===== config.mk =====
export PLATFORM = sky130hd
export DESIGN_NAME = gauss_upsampler_flat
export DESIGN_NICKNAME = d
export VERILOG_FILES = /design/src/rtl/upsampler_pkg.sv /design/src/rtl/gauss_upsampler_if.sv /design/src/rtl/upsample_line_buffer.sv /design/src/rtl/gauss_upsampler.sv /design/src/flat_wrapper.sv
export SDC_FILE = /design/constraint.sdc
export NUM_CORES = 2
export LEC_CHECK = 0
export CAP_MARGIN = 10
export CORE_MARGIN = 3
export CORE_UTILIZATION = 40
export DETAILED_ROUTE_END_ITERATION = 12
export GPL_TIMING_DRIVEN = 0
export PLACE_DENSITY_LB_ADDON = 0.25
export SKIP_LAST_GASP = 1
export SYNTH_ARGS = -nofsm -noshare
export SYNTH_HDL_FRONTEND = slang
export SYNTH_SLANG_ARGS = --single-unit

===== constraint.sdc =====
create_clock -name clk -period 3.9 [get_ports clk]
set_input_delay 0.39 -clock clk [delete_from_list [all_inputs] [get_ports clk]]
set_output_delay 0.39 -clock clk [all_outputs]
set_load 0.02 [all_outputs]

===== src/rtl/upsampler_pkg.sv =====
// Shared types and constants for the 2x nearest-neighbour upsampler.
// Defaults match the full-size pyramid stage (320x240, 8-bit pixels).
package upsampler_pkg;

  typedef enum logic [1:0] {
    ST_IDLE,
    ST_FILL,
    ST_REPLAY
  } state_e;

  localparam int unsigned IMG_W_DEF = 320;
  localparam int unsigned IMG_H_DEF = 240;
  localparam int unsigned DW_DEF    = 8;

  // Counter width that never collapses to zero bits for degenerate sizes.
  function automatic int unsigned cnt_w(input int unsigned n);
    return (n > 1) ? $clog2(n) : 1;
  endfunction

  localparam int unsigned COL_W = cnt_w(IMG_W_DEF);
  localparam int unsigned ROW_W = cnt_w(IMG_H_DEF);

endpackage


===== src/rtl/gauss_upsampler_if.sv =====
// FIFO-side and output-stream signals of the upsampler.
// sof/eol exist only when GAUSS_UPSAMPLER_SYNC_EN is defined.
interface gauss_upsampler_if #(
  parameter int unsigned DW = 8
);
  logic [DW-1:0] din;
  logic          din_valid;
  logic          empty;
  logic          rd_en;
  logic [DW-1:0] dout;
  logic          out_valid;
  logic          out_ready;
  logic          frame_done;
`ifdef GAUSS_UPSAMPLER_SYNC_EN
  logic          sof;
  logic          eol;

  modport slave (
    input  din, din_valid, empty, out_ready,
    output rd_en, dout, out_valid, frame_done, sof, eol
  );

  modport master (
    output din, din_valid, empty, out_ready,
    input  rd_en, dout, out_valid, frame_done, sof, eol
  );
`else
  modport slave (
    input  din, din_valid, empty, out_ready,
    output rd_en, dout, out_valid, frame_done
  );

  modport master (
    output din, din_valid, empty, out_ready,
    input  rd_en, dout, out_valid, frame_done
  );
`endif
endinterface


===== src/rtl/upsample_line_buffer.sv =====
// Single-port line RAM holding one input row for the replay pass.
// Synchronous read with a registered output; write takes priority.
module upsample_line_buffer
  import upsampler_pkg::*;
#(
  parameter int unsigned Depth = IMG_W_DEF,
  parameter int unsigned Width = DW_DEF,
  localparam int unsigned AddrW = cnt_w(Depth)
) (
  input  logic             clk,
  input  logic             rst,
  input  logic [AddrW-1:0] addr_i,
  input  logic             we_i,
  input  logic             re_i,
  input  logic [Width-1:0] wdata_i,
  output logic [Width-1:0] rdata_o
);

  logic [Width-1:0] mem_q [Depth];
  logic [Width-1:0] rdata_q, rdata_d;

  always_comb begin
    rdata_d = rdata_q;
    if (re_i && !we_i) rdata_d = mem_q[addr_i];
  end

  always_ff @(posedge clk) begin
    if (we_i) mem_q[addr_i] <= wdata_i;
  end

  always_ff @(posedge clk) begin
    if (rst) rdata_q <= '0;
    else     rdata_q <= rdata_d;
  end

  assign rdata_o = rdata_q;

endmodule


===== src/rtl/gauss_upsampler.sv =====
// 2x nearest-neighbour upsampler fed from the Gaussian stage FIFO.
// Optional sof/eol outputs are enabled by GAUSS_UPSAMPLER_SYNC_EN.
module gauss_upsampler
  import upsampler_pkg::*;
#(
  parameter int unsigned IMG_W = IMG_W_DEF,
  parameter int unsigned IMG_H = IMG_H_DEF,
  parameter int unsigned DW    = DW_DEF
) (
  input logic               clk,
  input logic               rst,
  gauss_upsampler_if.slave  bus
);

  localparam int unsigned ColW = cnt_w(IMG_W);
  localparam int unsigned RowW = cnt_w(IMG_H);

  typedef logic [ColW-1:0] col_t;
  typedef logic [RowW-1:0] row_t;

  localparam col_t ColLast = col_t'(IMG_W - 1);
  localparam row_t RowLast = row_t'(IMG_H - 1);

  state_e        st_q, st_d;
  col_t          col_q, col_d;
  row_t          row_q, row_d;
  logic          dup_q, dup_d;
  logic          hold_v_q, hold_v_d;
  logic [DW-1:0] hold_data_q, hold_data_d;
  logic          infl_q, infl_d;
  logic          frame_done_q, frame_done_d;

  logic          xfer, fetch_ok, rd_en, lb_re, cap_fifo, cap_lb;
  logic [DW-1:0] lb_rdata;

  // Fetches wait for an empty hold slot, no outstanding fetch and a ready sink.
  assign xfer     = hold_v_q & bus.out_ready;
  assign fetch_ok = !hold_v_q && !infl_q && bus.out_ready;
  assign rd_en    = (st_q == ST_FILL) && fetch_ok && !bus.empty;
  assign lb_re    = (st_q == ST_REPLAY) && fetch_ok;
  assign cap_fifo = (st_q == ST_FILL) && infl_q && bus.din_valid;
  assign cap_lb   = (st_q == ST_REPLAY) && infl_q;

  upsample_line_buffer #(
    .Depth (IMG_W),
    .Width (DW)
  ) u_line_buffer (
    .clk     (clk),
    .rst     (rst),
    .addr_i  (col_q),
    .we_i    (cap_fifo),
    .re_i    (lb_re),
    .wdata_i (bus.din),
    .rdata_o (lb_rdata)
  );

  always_comb begin
    st_d         = st_q;
    col_d        = col_q;
    row_d        = row_q;
    dup_d        = dup_q;
    hold_v_d     = hold_v_q;
    hold_data_d  = hold_data_q;
    infl_d       = infl_q;
    frame_done_d = 1'b0;

    if (st_q == ST_IDLE && !bus.empty) st_d = ST_FILL;

    if (rd_en || lb_re) infl_d = 1'b1;

    if (cap_fifo) begin
      hold_data_d = bus.din;
      hold_v_d    = 1'b1;
      infl_d      = 1'b0;
    end else if (cap_lb) begin
      hold_data_d = lb_rdata;
      hold_v_d    = 1'b1;
      infl_d      = 1'b0;
    end

    // Second copy of a pixel retires it; the last pixel of a row ends the pass.
    if (xfer) begin
      dup_d = ~dup_q;
      if (dup_q) begin
        hold_v_d = 1'b0;
        if (col_q == ColLast) begin
          col_d = '0;
          if (st_q == ST_FILL) begin
            st_d = ST_REPLAY;
          end else if (row_q == RowLast) begin
            st_d         = ST_IDLE;
            row_d        = '0;
            frame_done_d = 1'b1;
          end else begin
            st_d  = ST_FILL;
            row_d = row_q + row_t'(1);
          end
        end else begin
          col_d = col_q + col_t'(1);
        end
      end
    end
  end

  always_ff @(posedge clk) begin
    if (rst) begin
      st_q         <= ST_IDLE;
      col_q        <= '0;
      row_q        <= '0;
      dup_q        <= 1'b0;
      hold_v_q     <= 1'b0;
      hold_data_q  <= '0;
      infl_q       <= 1'b0;
      frame_done_q <= 1'b0;
    end else begin
      st_q         <= st_d;
      col_q        <= col_d;
      row_q        <= row_d;
      dup_q        <= dup_d;
      hold_v_q     <= hold_v_d;
      hold_data_q  <= hold_data_d;
      infl_q       <= infl_d;
      frame_done_q <= frame_done_d;
    end
  end

  assign bus.rd_en      = rd_en;
  assign bus.dout       = hold_data_q;
  assign bus.out_valid  = hold_v_q;
  assign bus.frame_done = frame_done_q;

`ifdef GAUSS_UPSAMPLER_SYNC_EN
  // FILL is always the first pass of an input row.
  assign bus.sof = hold_v_q && (st_q == ST_FILL) && (row_q == '0) && (col_q == '0) && !dup_q;
  assign bus.eol = hold_v_q && (col_q == ColLast) && dup_q;
`endif

endmodule

===== src/flat_wrapper.sv =====
// flat-port wrapper written by rule: the top's interface ports become plain ports
module gauss_upsampler_flat import upsampler_pkg::*;
#(
  parameter int unsigned IMG_W = IMG_W_DEF,
  parameter int unsigned IMG_H = IMG_H_DEF,
  parameter int unsigned DW    = DW_DEF
)
  (clk, rst, bus_din, bus_din_valid, bus_empty, bus_out_ready, bus_rd_en, bus_dout, bus_out_valid, bus_frame_done);
  gauss_upsampler_if #(.DW(DW)) bus_i ();
  input logic clk;
  input logic rst;
  input wire logic [$bits(bus_i.din)-1:0] bus_din;
  input wire logic [$bits(bus_i.din_valid)-1:0] bus_din_valid;
  input wire logic [$bits(bus_i.empty)-1:0] bus_empty;
  input wire logic [$bits(bus_i.out_ready)-1:0] bus_out_ready;
  output wire logic [$bits(bus_i.rd_en)-1:0] bus_rd_en;
  output wire logic [$bits(bus_i.dout)-1:0] bus_dout;
  output wire logic [$bits(bus_i.out_valid)-1:0] bus_out_valid;
  output wire logic [$bits(bus_i.frame_done)-1:0] bus_frame_done;
  assign bus_i.din = bus_din;
  assign bus_i.din_valid = bus_din_valid;
  assign bus_i.empty = bus_empty;
  assign bus_i.out_ready = bus_out_ready;
  assign bus_rd_en = bus_i.rd_en;
  assign bus_dout = bus_i.dout;
  assign bus_out_valid = bus_i.out_valid;
  assign bus_frame_done = bus_i.frame_done;
  gauss_upsampler #(.IMG_W(IMG_W), .IMG_H(IMG_H), .DW(DW)) u_core (.clk(clk), .rst(rst), .bus(bus_i));
endmodule

==> impl_metrics.toml <==
[status]
outcome = "finished with violations"
violated_checks = "setup timing"

[place]
placed_cell_area_sq_um = 106000
place.gp.congestion = 1.01
place.port_buffers = 22
placed_cells = 8139
preCtsSetupSlack_ns = -2.15
hpwlAfterDp_um = 273000

[global_routing]
grt_max_degree = 158
globalRouteOverflowTotal = 0
grt_usage = 0.325
first_global_vias = 54200
grt_first_pass_wirelength_um = 542000
initial_antenna_violation_count = 36

[route]
vias = 57600
totalWireLength_um = 422000
drtIter0Drc = 10400
routed_via_density = 6.64
wire_per_inst_um = 48.6
final_antenna_net_count = 0
drc = 0
drt_pre_antenna_iters = 8

[layout]
design.final.nets = 5135
post-route-util = 0.474
layout-drive-gt1-share = 0.318
stdcell_area_sq_um = 118000
layout-area-overhead-vs-synth_pct = 17.4
instances_no_fill = 8677

[worst_hold_path]
hold_path.class = "input pin to register"

[timing]
timing.final.ws_setup_ns = -0.213
slew_violations = 0
fin_crit_sh = 1.05
worst-slew-pin-transition_ns = 1.43
finalSetupViolations = 415
setup_tns_ns = -22.11
hold_viol_final = 0
timing.fmax_ghz = 0.243
finalWorstPathRequiredPeriod_ns = 4.11
timing.slew.headroom = 0.0500
grt_setup_unrepaired = "true"
final.setup_skew_ns = 0.0580

[synthesis]
postSynthRegisterBits = 2599
yosys_most_used_dff = "sky130_fd_sc_hd__edfxtp_1"
netlist_area_sq_um = 101000
yosys.cell_types.count = 72
synthesis_warnings = 0
synthCells = 4733
async_reset_ff_frac = 0
synth_seq_area_share = 0.771
avg_inst_size_synth_sq_um = 21.3
post_synth_edffs = 2560
syn_nets = 4751

[power]
p_leak_nw = 34.8
ir_drop_v = 0.000354
power_density_nw_per_um2 = 486

[cts]
clk_root_buffer_cell = "sky130_fd_sc_hd__clkbuf_16"
clock_path_buffers = 4
clock_slew_seen_by_the_registers_of_the_worst_setup_and_hold_paths_ns = 0.06
h-tree-depth = 5
cts_num_sinks = 2599
worstSkewPairLatency_ns = 0.95
cts_buffers = 288
cts_tree = "built"

[flow_run]
cap_violations = 0

[setup_path]
timing.critical_path.from_type = "register"
crit_path_cell_trace = "buf_6, clkbuf_8, buf_8, buf_8, inv_2, buf_6, ha_1, nand2_1, clkbuf_4, nor2_1"
slowest_stage = "sky130_fd_sc_hd__nor2_1"
criticalPathCategory = "register to register"
rrSetupSlack_ns = -0.21
cp.required_ns = 4.45
slowest_delay_ns = 0.80
critical_path.max_fanout = 11
arrival_ns = 4.66
critPathCaptureType = "register"

[die]
placement_rows = 183
dieWidth_um = 508
die_area_sq_um = 258000
floorplan.die.height_um = 508
io_pins = 24
starting_utilization_of_the_core_area = 0.403
placeable_core_region_sq_um = 250000
-- layout make-up --
class,instances,area (sq um)
inverters,6,22.5
plain buffers,297,2770
multi-input cells,1830,23300
fillers,20600,131000
well taps,3330,4170
repair buffers,95,1450
diodes,35,87.6
clock buffers,351,7590
clock inverters,134,1130
flip-flops and latches,2599,77700
-- power breakdown --
part | switching (W) | internal (W) | leakage (nW)
clock network | 0.0111 | 0.0151 | 4.26
registers | 0.00000249 | 0.0307 | 23.3
logic | 0.000507 | 0.0000757 | 7.19
total | 0.0116 | 0.0458 | 34.8
-- flip-flops by register name, indices dropped and copies added, names as in the netlist --
register / cells
u_core.u_line_buffer.mem_q: 2560
u_core.col_q: 9
u_core.bus.dout: 8
u_core.row_q: 8
u_core.u_line_buffer.rdata_o: 8
u_core.st_q: 2
u_core.bus.frame_done: 1
u_core.bus.out_valid: 1
u_core.dup_q: 1
u_core.infl_q: 1
-- cells in the mapped netlist (all sizes together), types with 18 or more instances --
cell    number  share of area
clkbuf     121         0.0045
a31oi       28         0.0017
a22oi      120         0.0090
mux4       626           0.14
edfxtp    2560           0.76
nand4       18         0.0011
mux2i      120          0.012
nor3        35         0.0018
dfxtp       39         0.0078
o21ai       36         0.0018
nor2b       20         0.0012
nor2       387          0.015
nand3       48         0.0024
buf        177          0.012
nand2       88         0.0033
a21oi       46         0.0023
a221oi      31         0.0028
o22ai       21         0.0013
a22o        29         0.0025
-- repair_timing --
action / in CTS / in global routing
hold endpoints to repair: 452 / 0
setup endpoints to repair: 2335 / 1085
resized for setup: 584 / 322
cloned: 0 / 0
hold buffers: 8 / 0
buffers inserted: 6 / 4
pin swaps: 4 / 7
-- cells by family (layout without fill, tap and decap cells) --
| logic type | Yosys count | in the layout | share of synthesized area |
|---|---|---|---|
| AO/OA/AOI/OAI | 389 | 389 | 0.0280 |
| buffers and inverters | 304 | 883 | 0.0163 |
| other | 0 | 35 | 0 |
| XOR/XNOR | 11 | 11 | 0.000957 |
| multiplexers | 761 | 761 | 0.154 |
| flip-flops | 2599 | 2599 | 0.771 |
| adder cells (fa/ha/maj) | 5 | 5 | 0.000621 |
| AND/OR/NAND/NOR | 664 | 664 | 0.0291 |
-- layer usage --
metal,global-route usage,vias to the layer above,routed length (um)
li1,-,20700,-
met1,0.420,31000,149000
met2,0.461,4885,181000
met3,0.118,1071,59500
met4,0.214,12,33100
met5,0,-,81
-- worst max-delay path: cells and delay by family (launching register included) --
family	cells	cell delay (ns)
AND/OR/NAND/NOR	2	0.90
flip-flops	1	0.35
adder cells (fa/ha/maj)	1	0.32
buffers and inverters	7	2.06
-- cell usage in the layout, fill, tap and decap left out, types with 18 or more instances in the layout --
master,n
sky130_fd_sc_hd__diode_2,35
sky130_fd_sc_hd__nor2_1,117
sky130_fd_sc_hd__clkbuf_4,33
sky130_fd_sc_hd__clkinv_1,65
sky130_fd_sc_hd__dfxtp_1,39
sky130_fd_sc_hd__a22o_1,29
sky130_fd_sc_hd__buf_12,36
sky130_fd_sc_hd__o22ai_1,20
sky130_fd_sc_hd__nor2_2,128
sky130_fd_sc_hd__a221oi_1,23
sky130_fd_sc_hd__nand3_1,47
sky130_fd_sc_hd__clkinv_2,35
sky130_fd_sc_hd__nor2_4,142
sky130_fd_sc_hd__nor3_1,25
sky130_fd_sc_hd__buf_16,18
sky130_fd_sc_hd__clkbuf_2,38
sky130_fd_sc_hd__edfxtp_1,2560
sky130_fd_sc_hd__nand2_1,88
sky130_fd_sc_hd__mux4_2,626
sky130_fd_sc_hd__a21oi_1,45
sky130_fd_sc_hd__nor2b_1,19
sky130_fd_sc_hd__mux2i_1,99
sky130_fd_sc_hd__buf_2,23
sky130_fd_sc_hd__o21ai_0,29
sky130_fd_sc_hd__clkbuf_16,295
sky130_fd_sc_hd__buf_6,63
sky130_fd_sc_hd__a22oi_1,103
sky130_fd_sc_hd__bufinv_16,20
sky130_fd_sc_hd__clkbuf_1,103
sky130_fd_sc_hd__buf_8,62
sky130_fd_sc_hd__a31oi_1,22
sky130_fd_sc_hd__nand4_1,18
sky130_fd_sc_hd__buf_4,36
-- through the flow --
stage               hold slack (ns)  power, W
global route                  0.253    0.0585
global placement              0.493    0.0321
finish                        0.197    0.0575
detailed placement            0.494    0.0318
floorplan                     0.466    0.0313
CTS                           0.150    0.0574
-- path summary, 6_finish.rpt --
path	depth (start not counted)	to	start
max	10	u_core.u_line_buffer.mem_q[132][5]	u_core.col_q[0]
min	4	u_core.dup_q	bus_out_ready
max reg2reg	10	u_core.u_line_buffer.mem_q[132][5]	u_core.col_q[0]
min reg2reg	2	u_core.row_q[1]	u_core.row_q[1]
(Power assumes the default switching activity.)
